$ cat config.mk
export PLATFORM = sky130hd
export DESIGN_NAME = azadi_wb_soc_ctrl
export DESIGN_NICKNAME = d
export VERILOG_FILES = /design/src/rtl/azadi_ctrl_pkg.sv /design/src/rtl/azadi_rst_seq.sv /design/src/rtl/azadi_wb_soc_ctrl.sv
export SDC_FILE = /design/constraint.sdc
export NUM_CORES = 1
export LEC_CHECK = 0
export CAP_MARGIN = 10
export CORE_UTILIZATION = 47
export CTS_BUF_LIST = sky130_fd_sc_hd__clkbuf_4 sky130_fd_sc_hd__clkbuf_8
export DETAILED_ROUTE_END_ITERATION = 8
export MAX_ROUTING_LAYER = met4
export PLACE_DENSITY = 0.82
export SLEW_MARGIN = 10
export SYNTH_ARGS = -nofsm -noshare
export SYNTH_HDL_FRONTEND = slang
export SYNTH_HIERARCHICAL = 1
export SYNTH_SLANG_ARGS = --single-unit
$ cat constraint.sdc
create_clock -name wb_clk_i -period 2.51 [get_ports wb_clk_i]
set_input_delay 0.502 -clock wb_clk_i [delete_from_list [all_inputs] [get_ports wb_clk_i]]
set_output_delay 0.502 -clock wb_clk_i [all_outputs]
set_load 0.02 [all_outputs]
$ cat src/rtl/azadi_ctrl_pkg.sv
// azadi_ctrl_pkg: register offsets, CTRL bit indices and FSM state types for azadi_wb_soc_ctrl
package azadi_ctrl_pkg;
  localparam logic [7:0] OFF_CTRL    = 8'h00;
  localparam logic [7:0] OFF_CPB     = 8'h04;
  localparam logic [7:0] OFF_STATUS  = 8'h08;
  localparam logic [7:0] OFF_RST_CMD = 8'h0C;
  localparam logic [7:0] OFF_IRQ_STS = 8'h10;
  localparam int CTRL_SOC_RUN    = 0;
  localparam int CTRL_PROG_FORCE = 1;
  localparam int CTRL_PROG_SRC   = 2;
  localparam int CTRL_IRQ_EN     = 3;
  typedef enum logic [1:0] {SEQ_HALT, SEQ_RUN, SEQ_PULSE} seq_state_e;
  typedef enum logic {BUS_IDLE, BUS_ACK} bus_state_e;
endpackage

$ cat src/rtl/azadi_rst_seq.sv
// azadi_rst_seq: SoC reset sequencer (in: run/halt/pulse strobes, cpb; out: soc_rst_no, clks_per_bit_o latched while in reset, state)
module azadi_rst_seq
  import azadi_ctrl_pkg::*;
#(
  parameter logic [15:0] CPB_RESET       = 16'd868,
  parameter int          RST_HOLD_CYCLES = 16
) (
  input  logic        clk,
  input  logic        rst,
  input  logic        run_stb,
  input  logic        halt_stb,
  input  logic        pulse_stb,
  input  logic [15:0] cpb,
  output logic        soc_rst_no,
  output logic [15:0] clks_per_bit_o,
  output seq_state_e  state
);
  seq_state_e state_d;
  logic [15:0] cnt, cnt_d;
  always_comb begin
    state_d = state;
    cnt_d = cnt;
    if (halt_stb) begin
      state_d = SEQ_HALT;
      cnt_d = '0;
    end else if (state == SEQ_HALT && run_stb) begin
      state_d = SEQ_RUN;
    end else if (state == SEQ_RUN && pulse_stb) begin
      state_d = SEQ_PULSE;
      cnt_d = 16'(RST_HOLD_CYCLES - 1);
    end else if (state == SEQ_PULSE) begin
      state_d = cnt == '0 ? SEQ_RUN : SEQ_PULSE;
      cnt_d = cnt == '0 ? cnt : cnt - 16'd1;
    end
  end
  always_ff @(posedge clk or posedge rst) begin
    if (rst) begin
      state <= SEQ_HALT;
      cnt <= '0;
      soc_rst_no <= 1'b0;
      clks_per_bit_o <= CPB_RESET;
    end else begin
      state <= state_d;
      cnt <= cnt_d;
      soc_rst_no <= state_d == SEQ_RUN;
      clks_per_bit_o <= soc_rst_no ? clks_per_bit_o : cpb;
    end
  end
endmodule

$ cat src/rtl/azadi_wb_soc_ctrl.sv
// azadi_wb_soc_ctrl: Wishbone slave (wbs_*) for SoC reset sequencing (soc_rst_no), UART divisor (clks_per_bit_o), PROG select (prog_pad_i->prog_o) and boot-LED IRQ (boot_led_i->irq_o)
module azadi_wb_soc_ctrl
  import azadi_ctrl_pkg::*;
#(
  parameter logic [31:0] BASE_ADDR       = 32'h3000_0000,
  parameter logic [15:0] CPB_RESET       = 16'd868,
  parameter int          RST_HOLD_CYCLES = 16
) (
  input  logic        wb_clk_i,
  input  logic        wb_rst_i,
  input  logic        wbs_stb_i,
  input  logic        wbs_cyc_i,
  input  logic        wbs_we_i,
  input  logic [3:0]  wbs_sel_i,
  input  logic [31:0] wbs_adr_i,
  input  logic [31:0] wbs_dat_i,
  output logic        wbs_ack_o,
  output logic [31:0] wbs_dat_o,
  output logic        soc_rst_no,
  output logic [15:0] clks_per_bit_o,
  output logic        prog_o,
  input  logic        prog_pad_i,
  input  logic        boot_led_i,
  output logic        irq_o
);
  bus_state_e bus_state, bus_d;
  seq_state_e seq_state;
  logic [3:0] ctrl;
  logic [15:0] cpb;
  logic [31:0] rdata;
  logic [7:0] off;
  logic hit, req, wr, wr_ctrl, wr_cpb, wr_rst, clr_irq;
  logic run_stb, halt_stb, pulse_stb;
  logic prog_s1, prog_s2, led_q, led_qq, irq_sts;
  logic unused_ok;
  assign unused_ok = ^{wbs_dat_i[31:16], wbs_sel_i[3:2]};
  assign off = wbs_adr_i[7:0];
  assign hit = wbs_adr_i[31:8] == BASE_ADDR[31:8];
  assign req = bus_state == BUS_IDLE && wbs_stb_i && wbs_cyc_i && hit;
  assign wr = req && wbs_we_i;
  assign wr_ctrl = wr && off == OFF_CTRL && wbs_sel_i[0];
  assign wr_cpb = wr && off == OFF_CPB;
  assign wr_rst = wr && off == OFF_RST_CMD && wbs_sel_i[0] && wbs_dat_i[0];
  assign clr_irq = wr && off == OFF_IRQ_STS && wbs_sel_i[0] && wbs_dat_i[0];
  assign wbs_ack_o = bus_state == BUS_ACK;
  assign prog_o = ctrl[CTRL_PROG_SRC] ? ctrl[CTRL_PROG_FORCE] : prog_s2;
  always_comb begin
    bus_d = req ? BUS_ACK : BUS_IDLE;
    rdata = off == OFF_CTRL    ? {28'b0, ctrl} :
            off == OFF_CPB     ? {16'b0, cpb} :
            off == OFF_STATUS  ? {28'b0, 2'(seq_state), boot_led_i, ~soc_rst_no} :
            off == OFF_IRQ_STS ? {31'b0, irq_sts} : '0;
  end
  always_ff @(posedge wb_clk_i or posedge wb_rst_i) begin
    if (wb_rst_i) begin
      bus_state <= BUS_IDLE;
      wbs_dat_o <= '0;
      ctrl <= '0;
      cpb <= CPB_RESET;
      run_stb <= 1'b0;
      halt_stb <= 1'b0;
      pulse_stb <= 1'b0;
      prog_s1 <= 1'b0;
      prog_s2 <= 1'b0;
      led_q <= 1'b0;
      led_qq <= 1'b0;
      irq_sts <= 1'b0;
      irq_o <= 1'b0;
    end else begin
      bus_state <= bus_d;
      wbs_dat_o <= req && !wbs_we_i ? rdata : '0;
      ctrl <= wr_ctrl ? wbs_dat_i[3:0] : ctrl;
      cpb[7:0] <= wr_cpb && wbs_sel_i[0] ? wbs_dat_i[7:0] : cpb[7:0];
      cpb[15:8] <= wr_cpb && wbs_sel_i[1] ? wbs_dat_i[15:8] : cpb[15:8];
      run_stb <= wr_ctrl && wbs_dat_i[CTRL_SOC_RUN];
      halt_stb <= wr_ctrl && !wbs_dat_i[CTRL_SOC_RUN];
      pulse_stb <= wr_rst;
      prog_s1 <= prog_pad_i;
      prog_s2 <= prog_s1;
      led_q <= boot_led_i;
      led_qq <= led_q;
      irq_sts <= (led_q && !led_qq) || (irq_sts && !clr_irq);
      irq_o <= irq_sts && ctrl[CTRL_IRQ_EN];
    end
  end
  azadi_rst_seq #(
    .CPB_RESET(CPB_RESET),
    .RST_HOLD_CYCLES(RST_HOLD_CYCLES)
  ) u_rst_seq (
    .clk(wb_clk_i),
    .rst(wb_rst_i),
    .run_stb(run_stb),
    .halt_stb(halt_stb),
    .pulse_stb(pulse_stb),
    .cpb(cpb),
    .soc_rst_no(soc_rst_no),
    .clks_per_bit_o(clks_per_bit_o),
    .state(seq_state)
  );
endmodule
Word level (Yosys, flattened, before mapping)
Cells that the tools add are included.
{"block": "word_totals", "reg_bits": 81, "latch_bits": 0, "ramBits": 0, "mem_bits_ro": 0, "in_bits": 75, "out_inout_bits": 52, "word_cells": 81, "mem_count": 0}
{"block": "op_classes", "add_sub_neg": 1, "mul": 0, "div": 0, "order_cmp": 0, "eq_ne": 10, "shifts": 0, "n_mux": 17, "bitwise_logic": 2, "reduce_logical": 33}
{"cell": "$mux W16", "n": 8}
{"cell": "$eq A24 B22 Y1 const B", "n": 1}
{"cell": "$logic_and A1 B1 Y1", "n": 23}
{"cell": "$eq A8 B4 Y1 const B", "n": 2}
{"cell": "$logic_not A16 Y1", "n": 1}
{"cell": "$sub A16 B1 Y16 const B", "n": 1}
{"cell": "$mux W2", "n": 5}
{"cell": "$eq A8 B3 Y1 const B", "n": 1}
{"cell": "$eq A8 B5 Y1 const B", "n": 1}
{"cell": "$logic_not A8 Y1", "n": 1}
{"cell": "$eq A2 B1 Y1 const B", "n": 2}
{"cell": "$logic_not A1 Y1", "n": 4}
{"cell": "$mux W4", "n": 1}
{"cell": "$mux W1", "n": 3}
{"cell": "$ne A3 B2 Y1 const B", "n": 1}
{"cell": "$reduce_and A3 Y1", "n": 1}
{"cell": "$reduce_bool A3 Y1", "n": 1}
{"cell": "$eq A2 B2 Y1 const B", "n": 1}
{"cell": "$logic_not A2 Y1", "n": 1}
{"cell": "$ne A2 B2 Y1 const B", "n": 1}
{"cell": "$not A1 Y1", "n": 2}
{"cell": "$logic_or A1 B1 Y1", "n": 1}

Longest topological paths before layout
Gate-level depths: netlist of run 1.
{"block": "logic_depth", "depth_word": 11, "ltp_mapped": 6, "depth_no_buf": 6}

By module
Netlist of run 1, hierarchy kept.
{"mod": "azadi_wb_soc_ctrl", "n_inst": 1, "cells_each": 162, "area_each_um2": 2050.7, "seq_area_each_um2": 1157.4}
{"mod": "azadi_rst_seq", "n_inst": 1, "cells_each": 161, "area_each_um2": 1724.2, "seq_area_each_um2": 882.1}

Least setup slack after synthesis of run 1
Ideal clock, no wire load.
{"block": "synth_timing", "path_kind": "input-to-reg", "start": "input port wbs_adr_i[1]", "end": "register cpb[11]", "setup_time_ns": 0.125, "arrival_ns": 2.285, "t_required_ns": 2.385, "slack_ns": 0.100, "cell_stages": 5, "path_buffers": 1, "cell_sequence": "or4_1 > or3_1 > buf_6 > nor4_4 > mux2_2"}
{"block": "synth_between", "elab_chain_cells": 3}
{"element": "start, declared", "line": "azadi_wb_soc_ctrl.sv:15", "text": "input logic [31:0] wbs_adr_i,"}
{"element": "$eq A8 B3 Y1", "line": "azadi_wb_soc_ctrl.sv:42", "text": "assign wr_cpb = wr && off == OFF_CPB;"}
{"element": "$logic_and A1 B1 Y1", "line": "azadi_wb_soc_ctrl.sv:42"}
{"element": "$logic_and A1 B1 Y1", "line": "azadi_wb_soc_ctrl.sv:74", "text": "cpb[15:8] <= wr_cpb && wbs_sel_i[1] ? wbs_dat_i[15:8] : cpb[15:8];"}
{"element": "end signal, assigned", "line": "azadi_wb_soc_ctrl.sv:74"}
{"element": "end, declared", "line": "azadi_wb_soc_ctrl.sv:29", "text": "logic [15:0] cpb;"}
No other way between the ends.
A chain may end at the register's enable or synchronous reset.

Worst setup path in the final report of run 1
{"block": "layout_timing", "start": "input port wbs_adr_i[1]", "end": "register cpb[3]"}
{"block": "layout_between", "elab_chain_cells": 3}
{"element": "$eq A8 B3 Y1", "line": "azadi_wb_soc_ctrl.sv:42"}
{"element": "$logic_and A1 B1 Y1", "line": "azadi_wb_soc_ctrl.sv:42"}
{"element": "$logic_and A1 B1 Y1", "line": "azadi_wb_soc_ctrl.sv:73", "text": "cpb[7:0] <= wr_cpb && wbs_sel_i[0] ? wbs_dat_i[7:0] : cpb[7:0];"}
{"element": "end signal, assigned", "line": "azadi_wb_soc_ctrl.sv:73"}
No other way between the ends.

==> results of run 1 <==
## layout by cell type (no fill, tap or decap), types with 3 or more instances in the layout
cell / n
nor4b_2: 4
or2_2: 3
nor3_1: 4
o31ai_1: 7
dfstp_2: 10
nand4b_1: 3
nor4_4: 3
conb_1: 16
a21oi_1: 25
a211oi_1: 3
o21ai_0: 9
dfrtp_1: 71
or3_1: 5
inv_1: 7
mux2_2: 36
nor4b_1: 3
clkdlybuf4s50_1: 92
nand2_1: 14
nor2b_1: 6
buf_4: 14
and4b_1: 8
o41ai_1: 3
nor2_1: 16
nand3_1: 6
clkbuf_8: 9
or4_1: 6
nor4_1: 7
nand4_1: 7
## worst reg2reg max path, cell delays in order (launching register included)
cell and delay [ns]:
dfrtp_1 0.42, inv_1 0.13, ha_1 0.26, nor3b_2 0.31
nand3_1 0.29, or4_1 0.55, a21oi_1 0.17
## timing repair
action / in CTS / in global routing
resized for setup: 1 / 5
hold buffers: 0 / 0
setup endpoints to repair: 2 / 8
pin swaps: 0 / 0
gates cloned: 0 / 0
## kinds of logic after synthesis
logic type               count (synthesis)  synth area share
AND/OR/NAND/NOR                        111             0.199
flip-flops                              81             0.540
AO/OA/AOI/OAI                           54            0.0878
multiplexers                            38             0.113
buffers and inverters                   37            0.0557
adder cells (fa/ha/maj)                  1           0.00331
other                                    1          0.000993
## final cells by class
type | count | area [um^2]
clock buffer | 9 | 124
clock inverter | 7 | 82.6
fill | 596 | 2690
inverter | 8 | 30.0
multi-input combinational | 220 | 1610
sequential | 81 | 2040
tap | 102 | 128
timing repair buffer | 109 | 1070
## per-layer routing
layer / vias to the layer above / wire [um]
met4: 0 / 86
met3: 12 / 703
met1: 1464 / 3460
met2: 115 / 4690
met5: - / 0
li1: 1380 / -
## sequential cells by signal (all words and copies together) (netlist names)
name and cells:
irq_sts 1, u_rst_seq/state 2, prog_s2 1, irq_o 1
u_rst_seq/soc_rst_no 1, cpb 16, run_stb 1, led_q 1
ctrl 4, led_qq 1, wbs_dat_o 16, wbs_ack_o 1
u_rst_seq/clks_per_bit_o 16, prog_s1 1, pulse_stb 1, u_rst_seq/cnt 16
halt_stb 1
## stage by stage
stage / area (um^2) / power (mW) / hold WS, ns / std cells / setup slack, ns
floorplan: 3830 / 1.42 / 0.331 / 338 / 0.0999
global placement: 4840 / 1.52 / 0.335 / 520 / -0.323
detailed placement: 4840 / 1.52 / 0.336 / 520 / -0.393
CTS: 5050 / 2.51 / 0.373 / 536 / 0.0332
global route: 5080 / 2.57 / 0.377 / 536 / 0.00394
finish: 5080 / 2.48 / 0.365 / 536 / 0.0568
## power by group through the flow
stage	Clock (mW)	Sequential (mW)	Combinational [mW]
2_1_floorplan	0	1.33	0.0867
3_3_place_gp	0	1.33	0.182
3_5_place_dp	0	1.33	0.186
4_1_cts	1.02	1.31	0.188
5_1_grt	1.06	1.31	0.205
6_report	0.989	1.31	0.187
## path summary, 6_finish.rpt
check,start,end
max,wbs_adr_i[1],cpb[3]
min reg2reg,prog_s1,prog_s2
min in group asynchronous,wb_rst_i,cpb[10]
max in group asynchronous,wb_rst_i,u_rst_seq/cnt[5]
max reg2reg,u_rst_seq/cnt[0],u_rst_seq/cnt[12]
min,prog_s1,prog_s2
==> metrics, run 1 <==
Vias/cell between 5 and 6; Clock Skews ~0.012 ns; Vias roughly 3.0k; GRT Util Overall 0.238; clk_lat worst skew 0.36 ns; chip height just over 90 um; Post-Syn Instances roughly 320; sw frac 0.242; top-area cell type share of the netlist area 0.471; LEAKAGE 2.27 nW; R2R depth 6; EDFF count, synth 0; CTS H-tree lvls 3; CP Depth 7; Post-Route WL 8940 um; Setup CP Type in -> reg; total gr overflow 0; cell chain of the critical path clkdlybuf4s50_1, or4_1, or3_1, buf_4, nor4_4, buf_6, mux2_2; Max FO, Critical Path 7; Ys Warns 6; first-pass GRT wire length 15000 um; clk root buf clkbuf_8; sequential area share after synthesis 0.540; core area 0.00777 mm^2; number of global-route vias before repair 3111; setup_tns 0 ns; Area growth syn-to-layout 34.5%; CP required roughly 2.8 ns; Slew Limit Fails 0; slowest cell on the critical path or4_1; DRT Pass-1 Iters 4; CP Capture Type flip-flop; power per standard cell area 489 mW/mm^2; max_cap viols 0; Netlist cell types 49; Clock Sinks 81; Total Die Area 0.00839 mm^2; initial antenna violation count 0; Largest stage delay, worst path 0.53 ns; Flop pwr share 0.527; Max Buffers Root-to-Sink 2; Buf+Inv Stages, Crit Path 3; Detail Route Antenna Nets 0; R2R Setup Slk 0.31 ns; initial DRC count roughly 130; met3 Use GR 0.0788; Die X 91.6 um; Post-synth top flop dfrtp_1; Layout Utilization 0.654; fmax 0.408 GHz; met1 Track Usage GR 0.284; post-synth top area cell dfrtp_1; GP Congestion between 0.9 and 1; Hold Crit Class reg -> reg; cell area after synthesis around 0.0038 mm^2; switching power of the nets 0.600 mW; Synth area leaders dfrtp_1 (47%), mux2_2 (11%), dfstp_2 (7.0%); count leader, synth dfrtp_1; Slew HR 0.563; Row Count 32; post-DP HPWL approximately 6700 um; startpoint types input port; largest net degree at the start of global routing 23; Worst Path Arrival about 2.7 ns; clock slew at reported path FFs ~0.090 ns; initial core utilization 0.486; #FFs+latches synth 81; Int Power ~1.9 mW; TritonCTS clock tree built; Synth Area per Inst around 12 um^2; Logic pwr share 0.075; peak supply drop 406 uV; min cycle time layout 2.45 ns; Final Hold Fails 0; # DRC 0; count of input and output buffers 92; share of layout cells above drive strength 1 0.219; Period Utilization, post-route 0.977; met2 global-route usage 0.387; Antenna diodes 0; Worst Tran Pin Value ~0.66 ns; busiest grt layer met2; hold depth 0; outcome completed; IO Pins 127; ys async rst share 1.00; TritonCTS Buffers 9; drt wl/cell 16.7 um; Post-CTS Setup Bufs 0; commonest cells in the netlist dfrtp_1 (71), mux2_2 (36), a21oi_1 (25); clock share of power 0.398; family with the most delay on the worst path simple AND/OR/NAND/NOR gates; NumNets Final ~510; setup violators final 0; RSZ-0062 raised after global routing false
Note: power is estimated with default switching activity, not from simulation.
==> run 2, diff against run 1 <==
--- a/config.mk
+++ b/config.mk
@@ -11,6 +11,7 @@
 export DETAILED_ROUTE_END_ITERATION = 8
 export MAX_ROUTING_LAYER = met4
 export PLACE_DENSITY = 0.82
+export SETUP_SLACK_MARGIN = 0.5
 export SLEW_MARGIN = 10
 export SYNTH_ARGS = -nofsm -noshare
 export SYNTH_HDL_FRONTEND = slang
==> metrics, run 2 (synthesis results as in run 1) <==
number of global-route vias before repair 3117; clock share of power 0.390; Slew Limit Fails 0; setup_tns 0 ns; final instance area 0.00540 mm^2; clk root buf clkbuf_8; NumNets Final 510; Detail Route Antenna Nets 0; RR Startpoint wbs_ack_o; Total Die Area around 0.0084 mm^2; R2R Setup Slk 0.56 ns; CP required 2.77 ns; Antenna diodes 0; Vias just over 3k; Layout fillers 529; LEAKAGE 2.48 nW; peak supply drop 503 uV; initial core utilization 0.486; Int Power roughly 1.9 mW; Final WS setup approximately 0.40 ns; Post-Route WL approximately 9500 um; share of layout cells above drive strength 1 0.292; fmax about 0.47 GHz; Clock Sinks 81; family with the most delay on the worst path simple AND/OR/NAND/NOR gates; RSZ-0062 raised after global routing true; max_cap viols 0; power per standard cell area 458 mW/mm^2; GRT Util Overall 0.243; core area about 0.0078 mm^2; DRT Pass-1 Iters 5; IO Pins approximately 130; # DRC 0; count of input and output buffers 92; Worst Tran Pin Value 0.667 ns; Flop pwr share 0.529; cell chain of the critical path buf_6, or4_4, or3_4, buf_8, or3_4, buf_8, nor4b_2; Period Utilization, post-route 0.841; Pwr Total 2.48 mW; Hold Crit Class reg -> reg; outcome completed; Layout Utilization 0.695; startpoint types input port; placed instance area 0.00491 mm^2; Area growth syn-to-layout 43.1%; most common cell after layout, fill and taps aside clkdlybuf4s50_1; initial DRC count 152; largest net degree at the start of global routing 25; first-pass GRT wire length between 15000 and 20000 um; Largest stage delay, worst path 0.54 ns; flip-flop and latch area 0.00204 mm^2; sw frac 0.242; Logic pwr share 0.081; clock slew at reported path FFs roughly 0.09 ns; Max Buffers Root-to-Sink 2; Multi-input gate area 0.00186 mm^2; Vias/cell 5.66; Worst Hold Path EP prog_s2; r2r endpoint cpb[7]; Row Count 32; GP Congestion 0.882; clk_lat worst skew between 0.3 and 0.4 ns; min cycle time layout 2.11 ns; slowest cell on the critical path or4_4; drt wl/cell 17.6 um; TritonCTS clock tree built; hold depth 0; CTS hold repair buffers 0; chip height 91.6 um; post-DP HPWL 6440 um; Clock Skews around 0.011 ns; min-delay src prog_s1; initial antenna violation count 0; CTS H-tree lvls 3; Buf+Inv Stages, Crit Path 3; setup violators final 0; most frequent cells in the layout clkdlybuf4s50_1 (72), dfrtp_1 (70), a21oi_1 (24); Max FO, Critical Path 6; Final Hold Fails 0; Post-Place Worst Slack -0.293 ns; Die X 91.6 um; CP Capture Type flip-flop; Slew HR 0.555; Setup CP Type in -> reg; Worst Path Arrival ~2.4 ns; total gr overflow 0; switching power of the nets around 0.60 mW; TritonCTS Buffers 9; R2R depth 6
==> run 2: cell types whose count changed in the layout (fill, tap and decap cells not counted), sizes merged <==
cell           delta
clkdlybuf4s15     +1
dlymetal6s2s      +9
clkinvlp          -1
dlygate4sd2       +7
buf               +8
clkdlybuf4s50    -20
inv               -1
clkinv            +2
==> run 2: power by group through the flow <==
stage                     clock network, mW  registers (mW)  logic, mW
after floorplan                           0            1.33     0.0895
after global placement                    0            1.33      0.186
after detailed placement                  0            1.33      0.190
after CTS                             0.985            1.31      0.197
after global routing                   1.03            1.31      0.218
final                                 0.965            1.31      0.202
==> run 2: worst max path at each step <==
stage	depth (start not counted)	from	endpoint	slack (ns)
floorplan	5	wbs_adr_i[1]	cpb[11]	0.19
global placement	7	wbs_adr_i[1]	cpb[13]	-0.26
detailed placement	7	wbs_adr_i[1]	ctrl[3]	-0.29
CTS	7	wbs_adr_i[6]	cpb[1]	0.33
global route	7	wbs_adr_i[6]	wbs_dat_o[11]	0.39
finish	7	wbs_adr_i[6]	wbs_dat_o[12]	0.40
==> run 2: routing by layer <==
layer  global-route usage  up-vias  wire [um]
li1                     -     1390          -
met1                0.290     1544       3900
met2                0.406      108       4910
met3               0.0746       18        591
met4               0.0569        0        125
met5                    -        -          0
==> run 2: layout make-up <==
class                           count  share of cell area
Clock buffer                        9              0.0229
Clock inverter                      7              0.0139
Multi-Input combinational cell    220               0.344
Sequential cell                    81               0.378
Tap cell                          102              0.0236
Inverter                            8             0.00556
Timing Repair Buffer              114               0.212
==> run 2: per-stage QoR <==
stage / hold WS, ns / cells
floorplan: 0.331 / 338
global placement: 0.334 / 521
detailed placement: 0.343 / 521
CTS: 0.372 / 541
global route: 0.380 / 541
finish: 0.369 / 541
==> run 2: what timing repair did <==
item	CTS	global route
setup endpoints to repair	48	40
buffers inserted	3	0
resized for setup	54	27
pin swaps	7	12
gates cloned	1	0
